File: src/rtl/opl3_slot_sequencer.sv
// OPL3 slot sequencer: divides clk down to the sample rate and sweeps every
// operator slot once per sample, one slot per clock, as stage-0 slot context.
module opl3_slot_sequencer #(
   parameter  int CLKS_PER_SAMPLE = 256,
   parameter  int NUM_BANKS       = 2,
   parameter  int OPS_PER_BANK    = 18,
   localparam int NUM_SLOTS       = NUM_BANKS * OPS_PER_BANK,
   localparam int BANK_W          = (NUM_BANKS > 1) ? $clog2(NUM_BANKS) : 1,
   localparam int OP_W            = $clog2(OPS_PER_BANK),
   localparam int IDX_W           = $clog2(NUM_SLOTS)
) (
   input  logic              clk,
   input  logic              reset_n,
   input  logic              run_en,
   output logic              sample_clk_en,
   output logic              slot_valid,
   output logic [BANK_W-1:0] bank_num,
   output logic [OP_W-1:0]   op_num,
   output logic [IDX_W-1:0]  slot_idx,
   output logic              last_slot
);

   localparam int CNT_W = $clog2(CLKS_PER_SAMPLE);

   localparam logic [CNT_W-1:0] CNT_MAX = CNT_W'(CLKS_PER_SAMPLE - 1);
   localparam logic [OP_W-1:0]  OP_MAX  = OP_W'(OPS_PER_BANK - 1);
   localparam logic [IDX_W-1:0] IDX_MAX = IDX_W'(NUM_SLOTS - 1);

   if (CLKS_PER_SAMPLE <= NUM_SLOTS) begin : g_bad_clks
      $error("CLKS_PER_SAMPLE (%0d) must exceed NUM_SLOTS (%0d)", CLKS_PER_SAMPLE, NUM_SLOTS);
   end
   if (NUM_BANKS < 1 || OPS_PER_BANK < 2) begin : g_bad_geometry
      $error("NUM_BANKS must be >= 1 and OPS_PER_BANK >= 2");
   end

   typedef enum logic {
      IDLE = 1'b0,
      RUN  = 1'b1
   } state_t;

   state_t            state, state_d;
   logic [CNT_W-1:0]  div_cnt;
   logic              valid_d;
   logic [BANK_W-1:0] bank_d;
   logic [OP_W-1:0]   op_d;
   logic [IDX_W-1:0]  idx_d;
   logic              last_d;

   // Next slot tuple; fields are forced to zero whenever the slot is not valid.
   // NOTE: every always_comb output gets a default first so no path can infer a latch.
   always_comb begin
      state_d = state;
      valid_d = 1'b0;
      bank_d  = '0;
      op_d    = '0;
      idx_d   = '0;
      last_d  = 1'b0;
      case (state)
         IDLE: begin
            if (sample_clk_en && run_en) begin
               state_d = RUN;
               valid_d = 1'b1;
            end
         end
         RUN: begin
            if (last_slot) begin
               state_d = IDLE;
            end else begin
               valid_d = 1'b1;
               idx_d   = slot_idx + 1'b1;
               last_d  = (idx_d == IDX_MAX);
               if (op_num == OP_MAX) begin
                  bank_d = bank_num + 1'b1;
               end else begin
                  bank_d = bank_num;
                  op_d   = op_num + 1'b1;
               end
            end
         end
         default: state_d = IDLE;
      endcase
   end

   // NOTE: sequential state uses non-blocking assignments so every register samples pre-edge values.
   always_ff @(posedge clk) begin
      if (!reset_n) begin
         div_cnt       <= '0;
         sample_clk_en <= 1'b0;
         state         <= IDLE;
         slot_valid    <= 1'b0;
         bank_num      <= '0;
         op_num        <= '0;
         slot_idx      <= '0;
         last_slot     <= 1'b0;
      end else begin
         div_cnt       <= (div_cnt == CNT_MAX) ? '0 : div_cnt + 1'b1;
         sample_clk_en <= (div_cnt == CNT_MAX);
         state         <= state_d;
         slot_valid    <= valid_d;
         bank_num      <= bank_d;
         op_num        <= op_d;
         slot_idx      <= idx_d;
         last_slot     <= last_d;
      end
   end

endmodule

File: config.mk
export PLATFORM = sky130hd
export DESIGN_NAME = opl3_slot_sequencer
export DESIGN_NICKNAME = d
export VERILOG_FILES = /design/src/rtl/opl3_slot_sequencer.sv
export SDC_FILE = /design/constraint.sdc
export NUM_CORES = 1
export LEC_CHECK = 0
export BUFFER_PORTS_ARGS = -buffer_cell sky130_fd_sc_hd__buf_2
export CORE_MARGIN = 1.5
export CORE_UTILIZATION = 45
export CTS_BUF_LIST = sky130_fd_sc_hd__clkbuf_4 sky130_fd_sc_hd__clkbuf_8
export DETAILED_ROUTE_END_ITERATION = 10
export HOLD_SLACK_MARGIN = 0.15
export PLACE_DENSITY = 0.7
export SYNTH_ARGS = -nofsm -noshare
export SYNTH_HDL_FRONTEND = slang
export SYNTH_SLANG_ARGS = --single-unit
export TNS_END_PERCENT = 50
File: constraint.sdc
create_clock -name clk -period 1.2 [get_ports clk]
set_input_delay 0.24 -clock clk [delete_from_list [all_inputs] [get_ports clk]]
set_output_delay 0.24 -clock clk [all_outputs]
set_load 0.02 [all_outputs]
==> run summary <==
The required arrival time at the worst endpoint is 1.41 ns. In this run the cell area of the synthesized design comes to 946 sq um. The number of buffers created by CTS is 3. The checks that failed: negative setup slack. The total wire length after detailed routing came out at 1.83 mm. The number of instances in the synthesized netlist came out at 103. The synthesis-to-layout area growth came out at 41.9%. The residual overflow from global routing came out at 0. The number of sinks driven by the clock tree is 23. The worst setup path is captured at a flop.

The number of maximum-capacitance violations is 0. The setup check on the worst reg-to-reg path leaves a slack of -0.01 ns. The final net count is 150. The endpoint identified for the worst register-to-register timing path is last_slot. The overall routing resource usage is 16.4%. The distinct cell type count after synthesis is 28. The floorplan core area is 1960 sq um.

In this run the horizontal extent of the chip is 48.8 microns. The global-route wire length before repair came out at 3.13 mm. The cell area power density came out at 871 nW/um^2. The hold violation count in the final report came out at 0. The sum of negative setup slack came out at -0.0135 ns. The largest fanout on the critical path came out at 5. The via count of the first global-routing pass came out at 767. The minimum setup slack in the final design came out at -0.0135 ns. The maximum clock rate is 824 MHz. The final hold slack is 0.233 ns. The deepest clock path buffer count is 2. The flow ran to the end, but the final reports show violations. The routed design could run at a clock period as short as 1.21 ns. The top cell types in the final layout, fill and taps aside, are buf_4 (17), nor2_1 (16), buf_2 (14).

Walking the worst path, the cells encountered are ha_4 -> and3b_1 -> nor3_1 -> a21oi_1 -> and4_1. Yosys printed 0 warnings. CTS placed an instance of clkbuf_4 at the clock tree root.

The arrival time at the worst endpoint is 1.42 ns. Overall power consumption after layout is estimated at 1.17 mW. Clock-pin slew was measured on the worst setup and hold paths at 0.12 ns. The H-tree depth reported by CTS came out at 1. Setup repair after global routing could not meet its margin everywhere. In this run the worst setup path begins at slot_idx[0]. The number of remaining DRC errors came out at 0. By area the synthesized netlist is led by dfxtp_1 (49%), nor2_1 (6.7%), ha_1 (6.6%).

The worst-case clock skew is 0.00162 ns. The wire length per cell after detailed routing is 10.9 microns. The source-to-sink clock delay at the later pin of the worst-skew pair came out at 0.30 ns. The pin count of the biggest net entering global routing came out at 14. The synthesis-stage register bit count came out at 23. The routed via count divided by cell count came out at 4.99.

A synthesized cell averages 9.18 sq um. The critical path is of the reg2reg type. The number of pins exceeding their max-slew limit in the final report is 0.

The worst register-to-register path begins at slot_idx[0]. The launching element type of the critical path is a flop. The maximum vdd drop is 601 uV. The count of port buffers added during placement is 17. The longest individual stage delay on the worst path is 0.39 ns. The detailed router finished its first iteration with 10 violations. The initial utilization of the core area, before any placement, comes to 48.2%. The clock tree from TritonCTS is yes. The count of nets left with antenna violations after detail routing is 0. After layout, the worst path uses 101% of the clock period.

The worst-case headroom to the max-slew limit came out at 79.6%. The analysis attributes to cell leakage a power of 0.547 nW. The die span in y came out at 48.8 microns.

For this run, the register share of the synthesized area comes to 48.7%. Synthesis produced a netlist with a net count of 111. The most critical setup path has its endpoint at last_slot. The share of synthesized area in the top cell type comes to 48.7%.

The vias after detailed routing came out at 839. The post-placement cell count came out at 162. The number of failing setup endpoints in the final timing report is 1. The number of antenna diodes came out at 0. The I/O pin count came out at 18. The cell at the slowest stage of the critical path is dfxtp_4.

The number of detailed-routing iterations run before antenna repair is 4. The initial antenna violation count came out at 0. The fraction of final layout cells sized beyond drive strength 1 is 47.5%.

The number of standard cells in the layout, taps in and fillers out came out at 168. The row count is 16. The number of hold buffers added after CTS was 0.

The congestion estimate from routability-driven global placement came to 0.801. The worst-case reg-to-reg path depth came out at 5. The leading cell type in the layout, fill and taps excluded is buf_4. The detailed placer's ending HPWL is 1.34 mm. The library cell occupying the most area in the post-synthesis netlist is dfxtp_1. The actual transition at the worst max-transition pin came out at 0.305 ns. The worst hold path belongs to the class in2reg. The total die area came out at 2390 sq um.
-- metal layers --
metal  GRT usage (%)  vias up  routed length [microns]
li1                -      426                        -
met1            21.0      394                      845
met2            28.8       17                      896
met3            2.76        2                       62
met4            4.29        0                       27
met5               0        -                        0
-- per-stage QoR --
| stage | util [%] | worst slack, ns | instance area, sq um |
|---|---|---|---|
| detailed placement | 61.9 | -0.0564 | 1210 |
| floorplan | - | -0.00938 | 978 |
| finish | 68.4 | -0.0135 | 1340 |
| global route | 68.4 | -0.0810 | 1340 |
| global placement | 61.9 | -0.00909 | 1210 |
| CTS | 64.5 | -0.0221 | 1260 |
-- kinds of logic (layout without fill, tap and decap cells) --
| kind of cell | Yosys count | count (layout) | share of synthesized area, % |
|---|---|---|---|
| mux | 1 | 1 | 1.19 |
| xor+xnor | 9 | 9 | 8.33 |
| simple gates | 52 | 52 | 28.6 |
| flops | 23 | 23 | 48.7 |
| buf+inv | 5 | 43 | 1.98 |
| fa+ha+maj | 5 | 5 | 6.61 |
| compound gates | 8 | 8 | 4.63 |
-- report_power, final --
part	internal, mW	switching, mW	leakage [nW]
registers	0.769	0.0155	0.194
logic	0.0226	0.0187	0.335
clock network	0.124	0.220	0.0177
total	0.915	0.254	0.547
-- registers in the layout, indices dropped and copies added (netlist names) --
register       cells
div_cnt            8
slot_idx           6
op_num             5
bank_num           1
last_slot          1
sample_clk_en      1
state              1
-- Yosys cell counts --
cell	instances
dfxtp_1	23
nor2_1	17
nand2_1	9
nand3_1	7
xor2_1	6
a21oi_1	5
ha_1	5
inv_1	4
xnor2_1	3
and3_1	2
and4_1	2
nand3b_1	2
nand4_1	2
or3_1	2
a31oi_1	1
and3b_1	1
and4_2	1
clkbuf_1	1
mux2_2	1
nand2b_1	1
nand3_2	1
nor2b_1	1
nor3_1	1
nor4_1	1
o21ai_0	1
o31ai_1	1
or2_2	1
or2_4	1
-- what timing repair did --
| item | in CTS | in global routing |
|---|---|---|
| pin swaps | 4 | 7 |
| setup endpoints to repair | 9 | 15 |
| resized for setup | 6 | 19 |
| setup buffers | 0 | 2 |
-- cell type report --
class | instances | area (sq um)
inverters | 4 | 15.0
clock buffers | 3 | 22.5
flip-flops and latches | 23 | 490
multi-input cells | 75 | 533
well taps | 27 | 33.8
clock inverters | 1 | 5.00
fillers | 181 | 619
repair buffers | 35 | 243
-- worst max-delay path, delay by kind of cell (launching register included) --
kind	cells	cell delay (ns)
fa+ha+maj	1	0.16
simple gates	3	0.53
flops	1	0.39
compound gates	1	0.05
-- worst min path at each step --
| stage | from | endpoint | slack (ns) | cells past startpoint |
|---|---|---|---|---|
| final | reset_n | div_cnt[0] | 0.23 | 3 |
| after global routing | reset_n | div_cnt[1] | 0.22 | 2 |
| after CTS | reset_n | div_cnt[0] | 0.22 | 3 |
| after detailed placement | op_num[0] | op_num[0] | 0.44 | 1 |
| after global placement | op_num[0] | op_num[0] | 0.43 | 1 |
| after floorplan | reset_n | div_cnt[0] | 0.38 | 2 |
Note: power is estimated with default switching activity, not from simulation.
